==> src/rtl/pmem_arbiter_rr_if.sv <==
// pmem_arbiter_rr_if: client request bus plus physical memory port.
// slave is the arbiter side; master is the client/memory side.
interface pmem_arbiter_rr_if #(
  parameter int NUM_PORTS  = 2,
  parameter int ADDR_WIDTH = 32,
  parameter int LINE_WIDTH = 256
);
  logic [NUM_PORTS-1:0]            req_read;
  logic [NUM_PORTS-1:0]            req_write;
  logic [NUM_PORTS*ADDR_WIDTH-1:0] req_address;
  logic [NUM_PORTS*LINE_WIDTH-1:0] req_wdata;
  logic [NUM_PORTS-1:0]            req_resp;
  logic [LINE_WIDTH-1:0]           req_rdata;
  logic                            pmem_resp;
  logic [LINE_WIDTH-1:0]           pmem_rdata;
  logic                            pmem_read;
  logic                            pmem_write;
  logic [ADDR_WIDTH-1:0]           pmem_address;
  logic [LINE_WIDTH-1:0]           pmem_wdata;
  logic                            timeout_err;

  modport slave (
    input  req_read, req_write,
    input  req_address, req_wdata,
    output req_resp, req_rdata,
    input  pmem_resp, pmem_rdata,
    output pmem_read, pmem_write,
    output pmem_address, pmem_wdata,
    output timeout_err
  );

  modport master (
    output req_read, req_write,
    output req_address, req_wdata,
    input  req_resp, req_rdata,
    output pmem_resp, pmem_rdata,
    input  pmem_read, pmem_write,
    input  pmem_address, pmem_wdata,
    input  timeout_err
  );
endinterface

==> src/rtl/pmem_arbiter_rr.sv <==
// pmem_arbiter_rr: round-robin arbiter of N line clients onto one pmem port.
// Define PMEM_ARB_TIMEOUT_EN for a BUSY watchdog with sticky timeout_err.
module pmem_arbiter_rr #(
  parameter int NUM_PORTS      = 2,
  parameter int ADDR_WIDTH     = 32,
  parameter int LINE_WIDTH     = 256,
  parameter int TIMEOUT_CYCLES = 1024
) (
  input  logic             clk,
  input  logic             rst_n,
  pmem_arbiter_rr_if.slave bus
);

  localparam int PW = (NUM_PORTS > 1) ? $clog2(NUM_PORTS) : 1;

  if (NUM_PORTS < 2 || TIMEOUT_CYCLES < 1) begin : g_bad_params
    $error("pmem_arbiter_rr: bad parameters");
  end

  typedef enum logic [1:0] {
    IDLE,
    BUSY,
    RESP
  } state_t;

  state_t                state_q, state_d;
  logic [PW-1:0]         rr_ptr_q, rr_ptr_d;
  logic [PW-1:0]         grant_q, grant_d;
  logic                  rd_q, rd_d;
  logic                  wr_q, wr_d;
  logic [ADDR_WIDTH-1:0] addr_q, addr_d;
  logic [LINE_WIDTH-1:0] wdata_q, wdata_d;
  logic [LINE_WIDTH-1:0] rdata_q, rdata_d;
  logic [NUM_PORTS-1:0]  resp_q, resp_d;

  logic [NUM_PORTS-1:0]  reqs;
  logic                  sel_vld;
  logic [PW-1:0]         sel_idx;
  logic                  tmo;

  assign reqs = bus.req_read | bus.req_write;

  // Pick the first requester at or after rr_ptr, wrapping modulo NUM_PORTS.
  always_comb begin
    logic [PW:0] sum;
    sel_vld = 1'b0;
    sel_idx = '0;
    sum     = '0;
    for (int k = NUM_PORTS - 1; k >= 0; k--) begin
      sum = {1'b0, rr_ptr_q} + (PW+1)'(k);
      if (sum >= (PW+1)'(NUM_PORTS))
        sum = sum - (PW+1)'(NUM_PORTS);
      if (reqs[sum[PW-1:0]]) begin
        sel_vld = 1'b1;
        sel_idx = sum[PW-1:0];
      end
    end
  end

`ifdef PMEM_ARB_TIMEOUT_EN
  localparam int CW = $clog2(TIMEOUT_CYCLES + 1);

  logic [CW-1:0] cnt_q, cnt_d;
  logic          err_q, err_d;

  // Count BUSY cycles; zero outside BUSY so each grant starts fresh.
  always_comb begin
    cnt_d = '0;
    if (state_q == BUSY)
      cnt_d = cnt_q + 1'b1;
  end

  assign tmo = (state_q == BUSY) &&
               (cnt_q == CW'(TIMEOUT_CYCLES - 1));

  // Error flag latches on a timeout that no pmem_resp rescued.
  always_comb begin
    err_d = err_q;
    if (tmo && !bus.pmem_resp)
      err_d = 1'b1;
  end

  // Watchdog state registers.
  always_ff @(posedge clk or negedge rst_n) begin
    if (!rst_n) begin
      cnt_q <= '0;
      err_q <= 1'b0;
    end else begin
      cnt_q <= cnt_d;
      err_q <= err_d;
    end
  end

  assign bus.timeout_err = err_q;
`else
  assign tmo             = 1'b0;
  assign bus.timeout_err = 1'b0;
`endif

  // Next-state and registered outputs of the IDLE/BUSY/RESP controller.
  always_comb begin
    state_d  = state_q;
    rr_ptr_d = rr_ptr_q;
    grant_d  = grant_q;
    rd_d     = rd_q;
    wr_d     = wr_q;
    addr_d   = addr_q;
    wdata_d  = wdata_q;
    rdata_d  = rdata_q;
    resp_d   = '0;
    unique case (state_q)
      IDLE: begin
        if (sel_vld) begin
          grant_d = sel_idx;
          addr_d  = bus.req_address[sel_idx*ADDR_WIDTH +: ADDR_WIDTH];
          wdata_d = bus.req_wdata[sel_idx*LINE_WIDTH +: LINE_WIDTH];
          wr_d    = bus.req_write[sel_idx];
          rd_d    = ~bus.req_write[sel_idx];
          state_d = BUSY;
        end
      end
      BUSY: begin
        if (bus.pmem_resp || tmo) begin
          if (bus.pmem_resp && rd_q)
            rdata_d = bus.pmem_rdata;
          rd_d            = 1'b0;
          wr_d            = 1'b0;
          resp_d[grant_q] = 1'b1;
          if (grant_q == PW'(NUM_PORTS - 1))
            rr_ptr_d = '0;
          else
            rr_ptr_d = grant_q + 1'b1;
          state_d = RESP;
        end
      end
      RESP: begin
        state_d = IDLE;
      end
      default: begin
        state_d = IDLE;
      end
    endcase
  end

  // Controller state registers; reset aborts any transaction in flight.
  always_ff @(posedge clk or negedge rst_n) begin
    if (!rst_n) begin
      state_q  <= IDLE;
      rr_ptr_q <= '0;
      grant_q  <= '0;
      rd_q     <= 1'b0;
      wr_q     <= 1'b0;
      addr_q   <= '0;
      wdata_q  <= '0;
      rdata_q  <= '0;
      resp_q   <= '0;
    end else begin
      state_q  <= state_d;
      rr_ptr_q <= rr_ptr_d;
      grant_q  <= grant_d;
      rd_q     <= rd_d;
      wr_q     <= wr_d;
      addr_q   <= addr_d;
      wdata_q  <= wdata_d;
      rdata_q  <= rdata_d;
      resp_q   <= resp_d;
    end
  end

  assign bus.req_resp     = resp_q;
  assign bus.req_rdata    = rdata_q;
  assign bus.pmem_read    = rd_q;
  assign bus.pmem_write   = wr_q;
  assign bus.pmem_address = addr_q;
  assign bus.pmem_wdata   = wdata_q;

endmodule

==> src/flat_wrapper.sv <==
// flat-port wrapper written by rule: the top's interface ports become plain ports
module pmem_arbiter_rr_flat 
#(
  parameter int NUM_PORTS      = 2,
  parameter int ADDR_WIDTH     = 32,
  parameter int LINE_WIDTH     = 256,
  parameter int TIMEOUT_CYCLES = 1024
)
  (clk, rst_n, bus_req_read, bus_req_write, bus_req_address, bus_req_wdata, bus_req_resp, bus_req_rdata, bus_pmem_resp, bus_pmem_rdata, bus_pmem_read, bus_pmem_write, bus_pmem_address, bus_pmem_wdata, bus_timeout_err);
  pmem_arbiter_rr_if #(.NUM_PORTS(NUM_PORTS), .ADDR_WIDTH(ADDR_WIDTH), .LINE_WIDTH(LINE_WIDTH)) bus_i ();
  input  logic clk;
  input  logic rst_n;
  input wire logic [$bits(bus_i.req_read)-1:0] bus_req_read;
  input wire logic [$bits(bus_i.req_write)-1:0] bus_req_write;
  input wire logic [$bits(bus_i.req_address)-1:0] bus_req_address;
  input wire logic [$bits(bus_i.req_wdata)-1:0] bus_req_wdata;
  output wire logic [$bits(bus_i.req_resp)-1:0] bus_req_resp;
  output wire logic [$bits(bus_i.req_rdata)-1:0] bus_req_rdata;
  input wire logic [$bits(bus_i.pmem_resp)-1:0] bus_pmem_resp;
  input wire logic [$bits(bus_i.pmem_rdata)-1:0] bus_pmem_rdata;
  output wire logic [$bits(bus_i.pmem_read)-1:0] bus_pmem_read;
  output wire logic [$bits(bus_i.pmem_write)-1:0] bus_pmem_write;
  output wire logic [$bits(bus_i.pmem_address)-1:0] bus_pmem_address;
  output wire logic [$bits(bus_i.pmem_wdata)-1:0] bus_pmem_wdata;
  output wire logic [$bits(bus_i.timeout_err)-1:0] bus_timeout_err;
  assign bus_i.req_read = bus_req_read;
  assign bus_i.req_write = bus_req_write;
  assign bus_i.req_address = bus_req_address;
  assign bus_i.req_wdata = bus_req_wdata;
  assign bus_req_resp = bus_i.req_resp;
  assign bus_req_rdata = bus_i.req_rdata;
  assign bus_i.pmem_resp = bus_pmem_resp;
  assign bus_i.pmem_rdata = bus_pmem_rdata;
  assign bus_pmem_read = bus_i.pmem_read;
  assign bus_pmem_write = bus_i.pmem_write;
  assign bus_pmem_address = bus_i.pmem_address;
  assign bus_pmem_wdata = bus_i.pmem_wdata;
  assign bus_timeout_err = bus_i.timeout_err;
  pmem_arbiter_rr #(.NUM_PORTS(NUM_PORTS), .ADDR_WIDTH(ADDR_WIDTH), .LINE_WIDTH(LINE_WIDTH), .TIMEOUT_CYCLES(TIMEOUT_CYCLES)) u_core (.clk(clk), .rst_n(rst_n), .bus(bus_i));
endmodule
==> config.mk <==
export PLATFORM = sky130hd
export DESIGN_NAME = pmem_arbiter_rr_flat
export DESIGN_NICKNAME = d
export VERILOG_FILES = /design/src/rtl/pmem_arbiter_rr_if.sv /design/src/rtl/pmem_arbiter_rr.sv /design/src/flat_wrapper.sv
export SDC_FILE = /design/constraint.sdc
export NUM_CORES = 1
export LEC_CHECK = 0
export ABC_CLOCK_PERIOD_IN_PS = 2600
export CAP_MARGIN = 20
export CORE_AREA = 2 2 533 535
export CTS_CLUSTER_DIAMETER = 200
export DETAILED_ROUTE_END_ITERATION = 7
export DIE_AREA = 0 0 535 537
export SETUP_SLACK_MARGIN = 0.5
export SLEW_MARGIN = 40
export SYNTH_ARGS = -nofsm -noshare
export SYNTH_HDL_FRONTEND = slang
export SYNTH_SLANG_ARGS = --single-unit
==> constraint.sdc <==
create_clock -name clk -period 2.6 [get_ports clk]
set_input_delay 0.39 -clock clk [delete_from_list [all_inputs] [get_ports clk]]
set_output_delay 0.39 -clock clk [all_outputs]
set_load 0.005 [all_outputs]
Yosys cells after proc, flatten, opt, wreduce, memory -nomap -nowiden
Cells that the tools add are included.
{ "classes": {"addsub": 4, "order_cmp": 7, "n_eq_ne": 3, "shift": 2, "muxes": 25, "n_bitwise": 2, "reduce_logical": 9} }
{ "op_table": {"columns": ["cell", "n"], "rows": [
  ["$shiftx A512 B10 Y256", 1],
  ["$shiftx A64 B7 Y32", 1],
  ["$mux W1", 17],
  ["$lt A1 B2 Y1 const B", 4],
  ["$mux W2", 4],
  ["$reduce_and A2 Y1", 3],
  ["$reduce_and A3 Y1", 2],
  ["$pmux W1 S2", 2],
  ["$pmux W2 S2", 1],
  ["$add A1 B1 Y2 const B", 1],
  ["$eq A2 B1 Y1 const B", 1],
  ["$ge A1 B2 Y1 const B", 1],
  ["$ge A2 B2 Y1 const B", 1],
  ["$logic_and A1 B1 Y1", 2],
  ["$logic_not A2 Y1", 1],
  ["$ne A2 B1 Y1 const B", 1],
  ["$ne A2 B2 Y1 const B", 1],
  ["$or A2 B2 Y2", 1],
  ["$reduce_bool A2 Y1", 1],
  ["$sub A1 B1 Y1 const B", 2],
  ["$add A1 B1 Y1 const B", 1],
  ["$demux W1 S1", 1],
  ["$ge A1 B1 Y1 const B", 1],
  ["$not A1 Y1", 1]
]} }
{ "word_totals": {"reg_bits": 552, "out_inout_bits": 549} }

Depth between registers and ports, before layout
{ "logic_depth": {"depth_word": 12, "depth_mapped": 6} }

Least setup slack after synthesis
OpenSTA, ideal clock, no wires.
{ "synth_timing": {"kind": "input to register", "from": "input bus_req_write[1]", "to": "register u_core.wdata_q[235], in the netlist u_core.bus.pmem_wdata[235]", "setup_ns": 0.141, "arrival_time_ns": 1.539, "setup_slack_ns": 0.920, "cell_stages": 6, "cell_sequence": "or4_1 > buf_2 > buf_6 > buf_2 > a21oi_1 > a31oi_1"} }
{ "synth_between": {"elab_chain_cells": 6} }
{ "synth_rtl": {"columns": ["element", "line", "source"], "rows": [
  ["start, declared", "flat_wrapper.sv:14", "input wire logic [$bits(bus_i.req_write)-1:0] bus_req_write;"],
  ["$or A2 B2 Y2 (*)", "pmem_arbiter_rr.sv:41", "assign reqs = bus.req_read | bus.req_write;"],
  ["$mux W1 (not written as such) (2 in series)", "pmem_arbiter_rr.sv:53", "if (reqs[sum[PW-1:0]]) begin"],
  ["$mux W1 (2 in series)", "pmem_arbiter_rr.sv:53", null],
  ["$shiftx A512 B10 Y256 / $reduce_and A2 Y1 (equally long branches)", null, null],
  ["end signal, assigned", "pmem_arbiter_rr.sv:164", "wdata_q <= wdata_d;"],
  ["end, declared", "pmem_arbiter_rr.sv:32", "logic [LINE_WIDTH-1:0] wdata_q, wdata_d;"]
]} }
Every way passes the cells marked *; elsewhere a longest branch is shown, timed or not. The select of a mux whose other input is x is not followed.
A chain may end at the register's enable or synchronous reset.

Worst setup path after layout
{ "layout_timing": {"from": "register u_core.wdata_q[135], in the netlist u_core.bus.pmem_wdata[135]", "to": "output bus_pmem_wdata[135]"} }
{ "layout_lines": {"columns": ["element", "line", "source"], "rows": [
  ["end, declared", "flat_wrapper.sv:24", "output wire logic [$bits(bus_i.pmem_wdata)-1:0] bus_pmem_wdata;"]
]} }
No word-level cell between the ends.

==> metrics.cfg <==
[critical_path]
cp.required_ps = 2210
r2r_end = u_core.bus.pmem_wdata[220]
reg2reg_from = u_core.rr_ptr_q
crit_type = reg2out
cp_max_fo = 2
critPathCapture = bus_pmem_wdata[135]
crit_buf_inv = 1
start_kind = flop
startpoint = u_core.bus.pmem_wdata[135]
cpMaxStageDelayCell = dlygate4sd2_1
critPathMaxStageDelay_ps = 570
crit_cells = 1
path_cells = dlygate4sd2_1
cp.arrival_ps = 1700
end_kind = primary output
cp_top_family = buffers and inverters
ff2ff_path_depth = 4
reg2reg_slack_ps = 570

[sta]
finalSetupTns_ps = 0
relSlewSlack = 0.4573
setup_slack_ps = 508.0
finalClockSkew_ps = 27.20
setup_violations = 0
achievable-frequency_mhz = 478.0
period_share = 0.8046
tightest_slew_ps = 805.6
maxSlewViolCount = 0
hold_violations = 0
min_period_ps = 2092
fin_hold_ws_ps = 203.3
rsz0062_at_grt = no

[global_route]
antenna_found_initial = 186
grt.total_usage = 0.1292
grt_pass1_vias = 25921
grt_pass1_wl_mm = 249.2
grt_overflow = 0
grt_max_degree = 93

[detailed_routing]
routed_wl_mm = 195.1
dr.pass1.iters = 6
wl_met1_mm = 75.70
drcViolationCount = 0
wl_per_cell_um = 26.09
route.met3.wl_mm = 27.59
routed_via_density = 3.545
route.met2.wl_mm = 83.85
ant_nets = 0
top_layer = met5
num_vias = 26514
drt_iter0_drc = 2325

[synth]
syn_avg_cell_area_um2 = 10.76
yosysUniqueCellTypes = 29
yosysWarnings = 0
synth_edf_count = 0
synthArstFlopShare = 1.000
ys_seq_elements = 552
synth_area_um2 = 24090
ys_seq_area_frac = 0.5733
postSynthCellCount = 2239
synth_ff_type = dfrtp_1
syn_nets = 3078

[placed_design]
place_area_um2 = 43230
dp.cells = 7286
dp_slack_ps = 123.4
hpwlAfterDp_mm = 167.1
portBuffers = 1386
gp_congestion = 1.024

[die]
rows = 195
fp.dieW_um = 535
ios = 1388
die_area_um2 = 287300
die_h_um = 537
core_um2 = 281300
start_util = 0.08565

[clocking]
clk_pin_slew_ps = 60
numCtsBuffers = 73
cts_tree = done
cts_root_buf = clkbuf_16
htreeDepth = 3
clock_latency_ps = 750
clock_sinks = 552
clk_path_buf_depth = 4

[layout]
final_cell_area_um2 = 45430
finish.net_count = 4471
final_common_cell = clkdlybuf4s50_1
final_util = 0.1615
area_growth_pct = 88.56
layout_common_cells = clkdlybuf4s50_1 (943), dfrtp_1 (543), dlygate4sd2_1 (363)
layout-drive-gt1-share = 0.1702
final_cells = 7479

[pwr]
vdd_ir_drop_max_v = 0.0005960
power.leakage_nw = 17.56
total_power_mw = 50.35
p_per_area_nw_per_um2 = 1108

[flow_run]
cap_violations = 0

[worst_hold_path]
worstHoldPathType = in2async

[status]
status = finished, final reports clean

==> synth_stat cells, drive strengths merged (2+ instances only) <==
| cell | n | area (um^2) |
|---|---|---|
| a21oi | 288 | 1441 |
| a31oi | 288 | 1802 |
| and2 | 2 | 12.51 |
| buf | 101 | 539.3 |
| clkbuf | 149 | 559.3 |
| dfrtp | 552 | 13810 |
| mux2 | 257 | 2894 |
| nand2 | 2 | 7.510 |
| nand3 | 288 | 1441 |
| nor2 | 7 | 31.28 |
| o21ai | 290 | 1451 |
| or2 | 2 | 12.51 |
==> layer usage <==
| metal | GRT usage | vias to the layer above |
|---|---|---|
| li1 | - | 11198 |
| met5 | 0 | - |
| met4 | 0.04274 | 110 |
| met3 | 0.07481 | 428 |
| met1 | 0.1517 | 12902 |
| met2 | 0.1956 | 1876 |
==> worst min path at each step <==
stage,start,to,cells past startpoint
CTS,bus_req_wdata[474],u_core.bus.pmem_wdata[218],3
finish,rst_n,u_core.bus.req_rdata[96],2
global placement,rst_n,u_core.bus.req_rdata[97],1
floorplan,rst_n,u_core.bus.pmem_address[0],0
global route,bus_req_wdata[454],u_core.bus.pmem_wdata[198],3
detailed placement,rst_n,u_core.bus.req_rdata[97],1
==> logic make-up after synthesis <==
kind of cell / synth area share
compound gates: 0.1969
mux: 0.1201
flops: 0.5733
other cells: 0.0001556
simple gates: 0.06382
buf+inv: 0.04575
==> flip-flops by register name (all words and copies together), names as in the netlist <==
| name | flops |
|---|---|
| u_core.bus.pmem_wdata | 256 |
| u_core.grant_q | 1 |
| u_core.rr_ptr_q | 1 |
| u_core.bus.pmem_write | 1 |
| u_core.bus.pmem_read | 1 |
| u_core.bus.pmem_address | 32 |
| u_core.state_q | 2 |
| u_core.bus.req_resp | 2 |
| u_core.bus.req_rdata | 256 |
==> layout make-up <==
type,instances,area [um^2]
Antenna cell,58,145.1
Clock buffer,96,2054
Clock inverter,25,302.8
Fill cell,31296,235900
Inverter,1,3.754
Multi-Input combinational cell,1436,9228
Sequential cell,552,13820
Tap cell,3743,4683
Timing Repair Buffer,1568,15190
==> what timing repair did <==
item,4_1_cts,5_1_grt
resized for setup,527,33
setup endpoints to repair,425,30
setup buffers,13,0
hold endpoints to repair,10,0
hold buffers,1,0
==> where the power goes <==
part	leakage (nW)	switching [mW]	internal, mW
logic	10.0	13.3	10.8
registers	6.40	3.02	13.0
clock network	1.15	4.21	5.98
Power figures use the tool's default switching activity.
